===== src/rtl/multi_producer_pkg.sv =====
// Shared widths and the flush-entry bundle for multi_producer.
// Address/ID widths plus the flush FIFO entry layout live here.
package multi_producer_pkg;

  localparam int ADDRESS_WIDTH     = 8;
  localparam int ID_WIDTH          = 8;
  localparam int FLUSH_CH_WIDTH    = 4;
  localparam int FLUSH_ENTRY_WIDTH = FLUSH_CH_WIDTH + ID_WIDTH;

  typedef struct packed {
    logic [FLUSH_CH_WIDTH-1:0] ch;
    logic [ID_WIDTH-1:0]       id;
  } flush_entry_t;

endpackage


===== src/rtl/multi_producer_flush_fifo.sv =====
// flush_fifo: synchronous FIFO of flush entries with occupancy count.
// Pushes while full and pops while empty are ignored.
module flush_fifo
  import multi_producer_pkg::*;
#(
  parameter int DEPTH = 4
) (
  input  logic                       clk,
  input  logic                       reset_n,
  input  logic                       push,
  input  flush_entry_t               push_data,
  input  logic                       pop,
  output flush_entry_t               pop_data,
  output logic [$clog2(DEPTH):0]     count,
  output logic                       empty
);

  localparam int PW = $clog2(DEPTH);
  localparam int CW = PW + 1;

  flush_entry_t   mem [DEPTH];
  logic [PW-1:0]  wr_q;
  logic [PW-1:0]  rd_q;
  logic [CW-1:0]  cnt_q;
  logic           full;
  logic           do_push;
  logic           do_pop;

  assign full    = (cnt_q == CW'(DEPTH));
  assign empty   = (cnt_q == '0);
  assign do_push = push && !full;
  assign do_pop  = pop && !empty;

  always_ff @(posedge clk) begin
    if (do_push) mem[wr_q] <= push_data;
  end

  always_ff @(posedge clk or negedge reset_n) begin
    if (!reset_n) begin
      wr_q  <= '0;
      rd_q  <= '0;
      cnt_q <= '0;
    end else begin
      if (do_push) wr_q <= wr_q + PW'(1);
      if (do_pop)  rd_q <= rd_q + PW'(1);
      unique case ({do_push, do_pop})
        2'b10:   cnt_q <= cnt_q + CW'(1);
        2'b01:   cnt_q <= cnt_q - CW'(1);
        default: cnt_q <= cnt_q;
      endcase
    end
  end

  assign pop_data = mem[rd_q];
  assign count    = cnt_q;

endmodule


===== src/rtl/multi_producer.sv =====
// multi_producer: NUM_CH request streams plus a rate-limited flush FIFO.
// Define PRODUCER_AUTO_FLUSH_EN for a single self-timed flush entry.
module multi_producer
  import multi_producer_pkg::*;
#(
  parameter int NUM_CH           = 2,
  parameter int ADDR_STRIDE      = 4,
  parameter int TAG_WIDTH        = 4,
  parameter int FLUSH_DEPTH      = 4,
  parameter int FLUSH_GAP        = 4,
  parameter int AUTO_FLUSH_DELAY = 43,
  parameter int AUTO_FLUSH_CH    = 0,
  parameter logic [ID_WIDTH-1:0] AUTO_FLUSH_ID = 8'h16
) (
  input  logic                         clk,
  input  logic                         reset_n,
  input  logic [NUM_CH-1:0]            ch_enable,
  input  logic [NUM_CH-1:0]            in_stall,
  output logic [NUM_CH*ADDRESS_WIDTH-1:0] out_address,
  output logic [NUM_CH*ID_WIDTH-1:0]   out_id,
  output logic [NUM_CH-1:0]            out_valid,
  input  logic                         flush_req_valid,
  output logic                         flush_req_ready,
  input  logic [FLUSH_CH_WIDTH-1:0]    flush_req_ch,
  input  logic [ID_WIDTH-1:0]          flush_req_id,
  output logic [NUM_CH-1:0]            flush,
  output logic [NUM_CH*ID_WIDTH-1:0]   flush_id
);

  localparam int SW  = ID_WIDTH - TAG_WIDTH;
  localparam int CW  = $clog2(FLUSH_DEPTH) + 1;
  localparam int GW  = (FLUSH_GAP > 1) ? $clog2(FLUSH_GAP) : 1;

  for (genvar c = 0; c < NUM_CH; c++) begin : g_lane
    logic [ADDRESS_WIDTH-1:0] addr_q;
    logic [ID_WIDTH-1:0]      id_q;
    logic                     valid_q;

    always_ff @(posedge clk or negedge reset_n) begin
      if (!reset_n) begin
        addr_q  <= '0;
        id_q    <= '0;
        valid_q <= 1'b0;
      end else if (!in_stall[c]) begin
        valid_q <= ch_enable[c];
        if (ch_enable[c]) begin
          addr_q <= addr_q + ADDRESS_WIDTH'(ADDR_STRIDE);
          id_q   <= {TAG_WIDTH'(c + 1), id_q[SW-1:0] + SW'(1)};
        end
      end
    end

    assign out_address[c*ADDRESS_WIDTH +: ADDRESS_WIDTH] = addr_q;
    assign out_id[c*ID_WIDTH +: ID_WIDTH]                = id_q;
    assign out_valid[c]                                  = valid_q;
  end

  flush_entry_t   head;
  flush_entry_t   req_entry;
  flush_entry_t   auto_entry;
  flush_entry_t   push_entry;
  logic [CW-1:0]  fifo_count;
  logic           fifo_empty;
  logic           fifo_full;
  logic           auto_push;
  logic           auto_fire;
  logic           req_push;
  logic           push;
  logic           pop;
  logic [GW-1:0]  gap_q;
  logic [NUM_CH-1:0]          flush_q;
  logic [NUM_CH*ID_WIDTH-1:0] flush_id_q;

  assign fifo_full  = (fifo_count == CW'(FLUSH_DEPTH));
  assign req_entry  = '{ch: flush_req_ch, id: flush_req_id};
  assign auto_entry = '{ch: FLUSH_CH_WIDTH'(AUTO_FLUSH_CH), id: AUTO_FLUSH_ID};

`ifdef PRODUCER_AUTO_FLUSH_EN
  logic [5:0] auto_cnt_q;
  logic       auto_done_q;

  always_ff @(posedge clk or negedge reset_n) begin
    if (!reset_n) begin
      auto_cnt_q  <= 6'(AUTO_FLUSH_DELAY);
      auto_done_q <= 1'b0;
    end else begin
      if (auto_cnt_q != '0) auto_cnt_q <= auto_cnt_q - 6'd1;
      if (auto_fire)        auto_done_q <= 1'b1;
    end
  end

  // Pending until a slot frees, then fires exactly once.
  assign auto_push = (auto_cnt_q == '0) && !auto_done_q;
`else
  assign auto_push = (AUTO_FLUSH_DELAY < 0);
`endif

  assign auto_fire       = auto_push && !fifo_full;
  assign flush_req_ready = !fifo_full && !auto_push;
  // Out-of-range channels complete the handshake but never enqueue.
  assign req_push   = flush_req_valid && flush_req_ready &&
                      (flush_req_ch < FLUSH_CH_WIDTH'(NUM_CH));
  assign push       = auto_fire || req_push;
  assign push_entry = auto_fire ? auto_entry : req_entry;
  assign pop        = !fifo_empty && (gap_q == '0);

  flush_fifo #(
    .DEPTH (FLUSH_DEPTH)
  ) u_flush_fifo (
    .clk       (clk),
    .reset_n   (reset_n),
    .push      (push),
    .push_data (push_entry),
    .pop       (pop),
    .pop_data  (head),
    .count     (fifo_count),
    .empty     (fifo_empty)
  );

  always_ff @(posedge clk or negedge reset_n) begin
    if (!reset_n) begin
      gap_q      <= '0;
      flush_q    <= '0;
      flush_id_q <= '0;
    end else begin
      if (pop)                gap_q <= GW'(FLUSH_GAP - 1);
      else if (gap_q != '0)   gap_q <= gap_q - GW'(1);
      for (int c = 0; c < NUM_CH; c++) begin
        flush_q[c] <= pop && (head.ch == FLUSH_CH_WIDTH'(c));
        flush_id_q[c*ID_WIDTH +: ID_WIDTH] <=
          (pop && (head.ch == FLUSH_CH_WIDTH'(c))) ? head.id : '0;
      end
    end
  end

  assign flush    = flush_q;
  assign flush_id = flush_id_q;

endmodule


===== config.mk =====
export PLATFORM = sky130hd
export DESIGN_NAME = multi_producer
export DESIGN_NICKNAME = d
export VERILOG_FILES = /design/src/rtl/multi_producer_pkg.sv /design/src/rtl/multi_producer_flush_fifo.sv /design/src/rtl/multi_producer.sv
export SDC_FILE = /design/constraint.sdc
export NUM_CORES = 1
export LEC_CHECK = 0
export ABC_AREA = 0
export CAP_MARGIN = 5
export CORE_ASPECT_RATIO = 0.6
export CORE_MARGIN = 1
export CORE_UTILIZATION = 62
export DETAILED_ROUTE_END_ITERATION = 8
export DONT_BUFFER_PORTS = 1
export GPL_TIMING_DRIVEN = 1
export PLACE_DENSITY = 0.78
export SLEW_MARGIN = 20
export SYNTH_ARGS = -nofsm -noshare
export SYNTH_HDL_FRONTEND = slang
export SYNTH_SLANG_ARGS = --single-unit

===== constraint.sdc =====
create_clock -name clk -period 2.5 [get_ports clk]
set_input_delay 0 -clock clk [delete_from_list [all_inputs] [get_ports clk]]
set_output_delay 0 -clock clk [all_outputs]
set_load 0.03 [all_outputs]

==> results of run 1 <==
area by class of cell:
| type | count | area (µm²) | share of cell area |
|---|---|---|---|
| sequential | 99 | 2720 | 0.620 |
| tap | 84 | 105 | 0.0240 |
| multi-input combinational | 128 | 1130 | 0.257 |
| inverter | 8 | 30.0 | 0.00685 |
| clock inverter | 6 | 88.8 | 0.0203 |
| timing repair buffer | 17 | 185 | 0.0422 |
| clock buffer | 10 | 128 | 0.0291 |
power groups by stage:
stage / Sequential (mW) / Clock (mW) / Combinational (mW)
after floorplan: 2.59 / 0 / 0.909
after global placement: 2.72 / 0 / 0.912
after detailed placement: 2.72 / 0 / 0.947
after CTS: 2.69 / 1.11 / 1.00
after global routing: 2.74 / 1.18 / 1.13
final: 2.69 / 1.09 / 0.995
cell usage after synthesis (all sizes together):
| cell | count |
|---|---|
| nand4 | 7 |
| a21o | 2 |
| xnor2 | 15 |
| inv | 8 |
| mux2 | 5 |
| buf | 17 |
| fa | 1 |
| and2 | 4 |
| nand2b | 9 |
| or4b | 1 |
| nand2 | 9 |
| mux4 | 11 |
| dfrtp | 51 |
| xor2 | 7 |
| and3 | 2 |
| clkbuf | 2 |
| o21ai | 1 |
| nor3 | 18 |
| edfxtp | 48 |
| nor2b | 2 |
| ha | 10 |
| o31a | 1 |
| conb | 1 |
| a21oi | 2 |
| mux2i | 1 |
| nor2 | 3 |
| nor4b | 1 |
| or2 | 6 |
per-layer routing:
metal  vias up  global-route usage  wire (µm)
met4         0              0.0833         96
met1       961               0.292       3010
met2        75               0.301       2670
li1        886                   -          -
met5         -                   0          0
met3         9              0.0633        442
cells by family (layout without fill, tap and decap cells):
kind of cell | count (synthesis) | after routing | synth area share
AO/OA/AOI/OAI | 6 | 6 | 0.0107
XOR/XNOR | 22 | 22 | 0.0483
adder cells (fa/ha/maj) | 11 | 11 | 0.0364
buffers and inverters | 27 | 41 | 0.0442
flip-flops | 99 | 99 | 0.681
multiplexers | 17 | 17 | 0.0787
other | 1 | 10 | 0.000940
AND/OR/NAND/NOR | 62 | 62 | 0.0994
critical path, delay by kind of cell:
family,cells,cell delay (ns)
buffers and inverters,3,0.77
and+or+nand+nor,2,0.66
xor gates and xnor gates,2,0.30
adders and majority gates,2,0.38
AOI/OAI and AO/OA,1,0.28
flip-flops by register name, summed over array words and instances, names as in the netlist:
signal and flops:
flush_id 16, g_lane.valid_q 2, u_flush_fifo.rd_q 2, u_flush_fifo.wr_q 2, flush 2, u_flush_fifo.count 3
g_lane.id_q 10, u_flush_fifo.mem 48, g_lane.addr_q 12, gap_q 2
worst paths after layout:
path,from,endpoint,depth (start not counted)
max,flush_req_ch[1],u_flush_fifo.count[2],10
min reg2reg,gap_q[1],gap_q[1],2
min in group asynchronous,reset_n,g_lane[0].id_q[2],2
max reg2reg,gap_q[0],u_flush_fifo.count[2],9
min,in_stall[0],g_lane[0].addr_q[2],2
max in group asynchronous,reset_n,flush_id[3],2
stage by stage:
step | std cells | hold slack [ns]
finish | 352 | 0.0125
global route | 352 | 0.0372
CTS | 352 | 0.00547
detailed placement | 320 | -0.295
global placement | 320 | -0.295
floorplan | 254 | -0.296
repair_timing:
item / CTS / global route
hold endpoints to repair: 104 / 0
hold buffers: 16 / 0
setup endpoints to repair: 0 / 0
==> summary.txt, run 1 <==
initial antenna violation count = 0
Slowest-stage cell, CP = dlygate4sd3_1
DIE WIDTH = 106 µm
final setup vio count = 0
top post-synthesis cells by area = edfxtp_1 36%, dfrtp_1 32%, mux4_2 6.2%, xnor2_1 3.3%, ha_1 3.1%
DRC viols = 0
drt total wl = 6210 µm
Root Driver = clkbuf_8
die area = 6770 µm²
worst reg-to-reg setup slack = 0.43 ns
clk buf depth = 2
sequential fraction of the synthesis area = 0.681
pwr/cell area = 1090 nW/µm²
Yosys reg bits = 99
MaxCap Viol Count = 0
Final min period = 2.15 ns
WL/cell = 17.7 µm
Initial DRC Count = 66
Starting Density = 0.647
Final Hold Fails = 0
yosys warns = 0
cell chain of the critical path = dlygate4sd3_1 > or4b_1 > a21oi_2 > inv_1 > ha_1 > inv_1 > fa_1 > xor2_1 > nor2_1 > xor2_1
Setup crit end kind = flop
WP data arrival = 2.39 ns
vias = 1931
status = finished, final reports clean
routed vias/inst = 5.49
total congestion overflow = 0
nets = 293
Ports = 72
Die Ht = 64.1 µm
Seq pwr share = 0.563
vias in the first global route = 1985
relative slew slack = 0.417
Fin Setup TNS = 0 ns
clock power share = 0.228
Cell variety after synth = 36
Pwr Total = 4.77 mW
Std-Cell Rows = 22
Design Area, Final = 4380 µm²
clk_lat worst skew = 0.35 ns
Syn-to-layout area delta = 9.88%
post-route ant nets = 0
dpl cell area = 3990 µm²
period utilisation layout = 0.862
syn avg cell area = 16.3 µm²
first-pass GRT wire length = 9980 µm
GR Util All Layers = 0.206
RSZ-0062 raised after global routing = no
PortBufs = 0
pre-CTS setup slack = 0.434 ns
Sw Pwr = 1.74 mW
CP peak stage delay = 0.62 ns
Peak Freq = 464 MHz
post-route setup slack = 0.346 ns
Internal = 3.04 mW
post-CTS setup repair buffer count = 0
largest net degree at the start of global routing = 52
Gate power share = 0.209
leakage = 1.68 nW
maximum vdd drop = 643 µV
drt first pass iters = 4
layout cells sized above 1 = 0.168
Cell Area, Synth = 3990 µm²
DP HPWL = 4020 µm
worst path required time = 2.74 ns
Hold WC Path Type = in2reg
Tightest Pin Transition = 0.873 ns
Resized cells post-CTS = 0
total CTS buffers = 9
leading cell type in the layout, fill and taps excluded = dfrtp_1
CP Launch Type = input pin
fin util = 0.711
Worst-path clk slew = 0.09 ns
post-synthesis cell count = 245
# fillers = 391
clock sinks = 99
diode count = 0
area of the core = 6170 µm²
setup clock skew after layout = 0.00943 ns
final slew viol count = 0
Synth top area share = 0.361
CTS H-Tree Depth = 3
critical path type = in2reg
Worst Path Max Fanout = 7
area leader, netlist = edfxtp_1
Placer Congestion = 0.677
net switching share of the total power = 0.364
commonest cells after routing, fill and taps aside = 51 x dfrtp_1, 48 x edfxtp_1, 15 x xnor2_1, 15 x dlygate4sd3_1
CTS tree = built
Power figures use the tool's default switching activity.
==> run 2, diff against run 1 <==
--- a/config.mk
+++ b/config.mk
@@ -5,7 +5,7 @@
 export SDC_FILE = /design/constraint.sdc
 export NUM_CORES = 1
 export LEC_CHECK = 0
-export ABC_AREA = 0
+export ABC_AREA = 1
 export CAP_MARGIN = 5
 export CORE_ASPECT_RATIO = 0.6
 export CORE_MARGIN = 1
==> constraint.sdc (replaced) <==
create_clock -name clk -period 2.1 [get_ports clk]
set_input_delay 0 -clock clk [delete_from_list [all_inputs] [get_ports clk]]
set_output_delay 0 -clock clk [all_outputs]
set_load 0.03 [all_outputs]
==> run 2 against run 1 <==
  * Core utilization up 1.9 points
  * Final cell count up 28%
  * Sequential share of layout area down 1.3 points
  * Total power up 16%
  * Register-to-register slack worse by 0.30 ns
  * Die area down 0.43%
  * Combinational power up 46%
==> summary.txt, run 2 <==
maximum vdd drop = 828 µV
Final Non-Filler Cells = 451
initial antenna violation count = 0
post-synthesis cell count = 327
Cell variety after synth = 27
RSZ-0062 raised after global routing = no
die area = 6740 µm²
Synth top area share = 0.363
clk buf depth = 2
Worst-path clk slew = 0.09 ns
WL/cell = 15.2 µm
WP data arrival = 2.20 ns
Setup crit end kind = flop
Worst Path Max Fanout = 3
Root Driver = clkbuf_8
fraction of registers with async set/reset = 0.515
drt first pass iters = 4
CP Launch Type = flop
largest net degree at the start of global routing = 52
PortBufs = 0
commonest cells after routing, fill and taps aside = 51 x dfrtp_1, 48 x edfxtp_1, 45 x nand2_1
leading cell type in the layout, fill and taps excluded = dfrtp_1
fin util = 0.730
worst path required time = 2.33 ns
DIE WIDTH = 105 µm
Pwr Total = 5.56 mW
critical path type = reg2reg
sequential fraction of the synthesis area = 0.684
Initial DRC Count = 89
Cell Area, Synth = 3970 µm²
clk_lat worst skew = 0.35 ns
status = finished, final reports clean
nets = 392
top post-synthesis cells by area = edfxtp_1 36%, dfrtp_1 32%, nand2_1 4.3%, nor2_1 4.2%, ha_1 3.2%
drt total wl = 6860 µm
# fillers = 416
Fin Setup TNS = 0 ns
post-route ant nets = 0
area leader, netlist = edfxtp_1
placed cell count = 414
total CTS buffers = 9
post-CTS setup repair buffer count = 0
CTS H-Tree Depth = 3
syn avg cell area = 12.1 µm²
most common cell in the netlist = dfrtp_1
Ports = 72
leakage = 1.96 nW
GR Util All Layers = 0.222
total congestion overflow = 0
pre-CTS setup slack = 0.123 ns
number of flops mapped to enable cells by yosys = 48
vias = 2327
area of the core = 6140 µm²
final setup vio count = 0
Final min period = 1.97 ns
max reg flops = 48
Final Hold Fails = 0
vias in the first global route = 2271
setup clock skew after layout = 0.00804 ns
Std-Cell Rows = 22
DRC viols = 0
MaxCap Viol Count = 0
Hold WC Path Type = in2async
Syn-to-layout area delta = 12.8%
post-route setup slack = 0.134 ns
routed vias/inst = 5.16
leading cell types by count after synthesis = 51 x dfrtp_1, 48 x edfxtp_1, 46 x nand2_1, 44 x nor2_1, 30 x inv_1
Starting Density = 0.647
yosys warns = 0
diode count = 0
DP HPWL = 4580 µm
Post-synth top flop = dfrtp_1
layout cells sized above 1 = 0.106
pwr/cell area = 1240 nW/µm²
clock sinks = 99
period utilisation layout = 0.936
Die Ht = 64.0 µm
Placer Congestion = 0.766
first-pass GRT wire length = 11100 µm
final slew viol count = 0
most flop-heavy register = u_flush_fifo.mem
CTS tree = built
Yosys reg bits = 99
Peak Freq = 509 MHz
[run 2: changes by cell type after synthesis, moves of 8 or more]
cell,previous run,this run
o22a_1,0,8
nand2b_1,9,0
o21ai_0,1,20
mux4_2,11,0
nor2_1,3,44
nor3_2,11,0
inv_1,8,30
nand3_1,0,13
nand2_1,9,46
[run 2: path summary, 6_finish.rpt]
kind | startpoint | end | slack, ns | depth (start not counted)
hold reg to reg | u_flush_fifo.count[0] | u_flush_fifo.count[0] | 0.48 | 1
setup reg to reg | gap_q[0] | u_flush_fifo.count[2] | 0.13 | 10
setup / recovery | gap_q[0] | u_flush_fifo.count[2] | 0.13 | 10
min in group clk | flush_req_id[0] | u_flush_fifo.mem[3][0] | 0.34 | 1
max in group asynchronous | reset_n | u_flush_fifo.wr_q[1] | 1.73 | 2
hold / removal | reset_n | flush_id[0] | 0.15 | 2
[run 2: report_power, final]
group          internal (mW)  total (mW)  switching (mW)
Clock                  0.440        1.06           0.623
Sequential              2.34        3.05           0.705
Combinational          0.569        1.45           0.877
[run 2: logic make-up after synthesis]
group           synth area share
flops                      0.684
fa+ha+maj                 0.0365
other cells             0.000944
xor+xnor                  0.0419
simple gates               0.129
compound gates            0.0454
buf+inv                   0.0621
[run 2: metal layers]
layer | part of all wire | GRT usage | up-vias
met3 | 0.054 | 0.0633 | 10
li1 | - | - | 1123
met4 | 0.010 | 0.0863 | 0
met1 | 0.45 | 0.294 | 1129
met2 | 0.48 | 0.355 | 65
met5 | 0 | 0 | -
[run 2: repair_timing]
action,4_1_cts,5_1_grt
endpoints found under the setup margin,0,1
hold buffers,21,0
hold endpoints to repair,109,0
gates resized for setup,0,2
[run 2: final cells by class]
cell class,instances,area (µm²),share of cell area
Sequential cell,99,2720,0.607
Clock buffer,11,131,0.0293
Clock inverter,5,37.5,0.00838
Inverter,32,120,0.0268
Multi-Input combinational cell,187,1050,0.234
Tap cell,84,105,0.0235
Timing Repair Buffer,33,318,0.0710
[run 2: critical path, cell delays in order, from the launching register on]
cell	delay [ns]
dfrtp_1	0.37
inv_1	0.08
ha_1	0.19
nand2_2	0.09
inv_2	0.08
ha_1	0.15
inv_1	0.07
fa_1	0.38
a21oi_1	0.17
o21ai_0	0.12
xor2_1	0.15
[run 2: per-stage QoR]
| stage | hold WS, ns | cell area (µm²) |
|---|---|---|
| after global placement | -0.295 | 4080 |
| after floorplan | -0.296 | 4010 |
| final | 0.148 | 4480 |
| after CTS | 0.137 | 4480 |
| after detailed placement | -0.295 | 4080 |
| after global routing | 0.164 | 4480 |
==> run 3, diff against run 2 <==
--- a/config.mk
+++ b/config.mk
@@ -7,13 +7,15 @@
 export LEC_CHECK = 0
 export ABC_AREA = 1
 export CAP_MARGIN = 5
+export CELL_PAD_IN_SITES_DETAIL_PLACEMENT = 0
+export CELL_PAD_IN_SITES_GLOBAL_PLACEMENT = 1
 export CORE_ASPECT_RATIO = 0.6
 export CORE_MARGIN = 1
-export CORE_UTILIZATION = 62
+export CORE_UTILIZATION = 50
 export DETAILED_ROUTE_END_ITERATION = 8
 export DONT_BUFFER_PORTS = 1
 export GPL_TIMING_DRIVEN = 1
-export PLACE_DENSITY = 0.78
+export PLACE_DENSITY_LB_ADDON = 0.1
 export SLEW_MARGIN = 20
 export SYNTH_ARGS = -nofsm -noshare
 export SYNTH_HDL_FRONTEND = slang
==> constraint.sdc (replaced) <==
create_clock -name clk -period 2.1 [get_ports clk]
set_input_delay 0.105 -clock clk [delete_from_list [all_inputs] [get_ports clk]]
set_output_delay 0.105 -clock clk [all_outputs]
set_load 0.03 [all_outputs]
==> run 3 against run 2 <==
  * Clock skew is 0.0025 ns lower
  * Fmax is 1.4% lower
  * Global-route usage is 3.1 points lower
  * Total power is 11% higher
  * Wire length is 2.1% higher
  * Combinational power hardly changed
  * Critical endpoint unchanged
  * Largest power group unchanged
==> summary.txt, run 3 (synthesis gave the netlist of run 2 again) <==
leading cell type in the layout, fill and taps excluded = dfrtp_1
Setup crit end kind = flop
drt first pass iters = 5
period utilisation layout = 0.949
Gate power share = 0.232
Critical Path Sink = u_flush_fifo.count[2]
Fin Setup TNS = 0 ns
Initial DRC Count = 183
GR Util All Layers = 0.191
worst reg-to-reg setup slack = 0.11 ns
critical path type = reg2reg
pwr/cell area = 1340 nW/µm²
post-route ant nets = 0
clock power share = 0.272
setup clock skew after layout = 0.00550 ns
leakage = 2.00 nW
worst path required time = 2.31 ns
RR Startpoint = gap_q[0]
Std-Cell Rows = 24
total congestion overflow = 0
max reg flops = 48
Sw Pwr = 2.28 mW
CTS H-Tree Depth = 3
status = finished, final reports clean
Final min period = 1.99 ns
clk_lat worst skew = 0.34 ns
die area = 8320 µm²
diode count = 0
layout cells sized above 1 = 0.111
DP HPWL = 4610 µm
R2R cell count = 10
Worst-path clk slew = 0.06 ns
area of the core = 7480 µm²
post-CTS setup repair buffer count = 0
Peak Freq = 502 MHz
reg2reg end = u_flush_fifo.count[2]
Ports = 72
clk buf depth = 2
clock sinks = 99
first-pass GRT wire length = 11500 µm
PortBufs = 0
final slew viol count = 0
DRC viols = 0
placed cell count = 433
largest net degree at the start of global routing = 52
DIE WIDTH = 117 µm
Starting Density = 0.531
vias in the first global route = 2308
net switching share of the total power = 0.371
Placer Congestion = 0.702
CTS tree = built
Tightest Pin Transition = 0.549 ns
drt total wl = 7010 µm
maximum vdd drop = 753 µV
Worst Hold Margin = 0.00612 ns
WL/cell = 15.1 µm
WP data arrival = 2.21 ns
nets = 386
Hold WC Path Type = in2reg
Worst Path Max Fanout = 3
CP Launch Type = flop
Root Driver = clkbuf_16
routed vias/inst = 4.88
commonest cells after routing, fill and taps aside = 51 x dfrtp_1, 48 x edfxtp_1, 46 x nand2_1
Final Hold Fails = 0
Die Ht = 71.0 µm
final setup vio count = 0
vias = 2271
relative slew slack = 0.631
Syn-to-layout area delta = 15.5%
Final Non-Filler Cells = 465
Seq pwr share = 0.495
initial antenna violation count = 0
MaxCap Viol Count = 0
total CTS buffers = 9
most flop-heavy register = u_flush_fifo.mem
Internal = 3.87 mW
CP startpoint = gap_q[0]
## run 3: repair_timing
item,4_1_cts,5_1_grt
gates resized for setup,0,2
setup endpoints to repair,0,1
hold endpoints to repair,101,0
hold buffers,16,0
## run 3: cell type report
cell class / count / area [µm²]
Tap cell: 104 / 130
Clock buffer: 10 / 239
Multi-Input combinational cell: 187 / 1050
Inverter: 32 / 120
Fill cell: 590 / 2890
Sequential cell: 99 / 2720
Clock inverter: 6 / 70.1
Timing Repair Buffer: 27 / 260
## run 3: power by group through the flow
stage / clock network [mW] / logic, mW / registers [mW]
CTS: 1.70 / 1.43 / 3.05
global placement: 0 / 1.32 / 3.09
finish: 1.67 / 1.43 / 3.04
global route: 1.79 / 1.64 / 3.10
floorplan: 0 / 1.11 / 3.01
detailed placement: 0 / 1.36 / 3.09
## run 3: worst max-delay path, stage by stage, from the launching register on
cell and delay, ns:
dfrtp_1 0.36, inv_1 0.08, ha_1 0.19, nand2_1 0.12, inv_2 0.09, ha_1 0.14
inv_1 0.08, fa_1 0.41, a21oi_2 0.14, o21ai_0 0.10, xor2_1 0.16
## run 3: worst min path at each step
stage / from / endpoint / slack (ns) / depth (start not counted)
floorplan: reset_n / flush[0] / -0.19 / 0
CTS: flush_req_ch[2] / u_flush_fifo.wr_q[0] / 0.007 / 3
global route: flush_req_ch[2] / u_flush_fifo.wr_q[0] / 0.02 / 3
detailed placement: reset_n / flush_id[12] / -0.19 / 0
finish: flush_req_ch[2] / u_flush_fifo.wr_q[1] / 0.006 / 3
global placement: reset_n / flush_id[12] / -0.19 / 0
## run 3: metal layers
metal,wire length [µm],global-route usage,part of all wire
met5,0,0,0
met4,65,0.0549,0.0093
met3,368,0.0634,0.053
met2,3230,0.295,0.46
met1,3340,0.260,0.48
## run 3: per-stage QoR
stage | setup WS (ns) | utilization | instance area (µm²) | power (mW)
floorplan | 0.0671 | - | 4010 | 4.11
detailed placement | 0.120 | 0.548 | 4100 | 4.45
finish | 0.107 | 0.613 | 4590 | 6.15
global route | -0.0157 | 0.613 | 4590 | 6.52
global placement | 0.210 | 0.548 | 4100 | 4.41
CTS | 0.108 | 0.613 | 4580 | 6.18
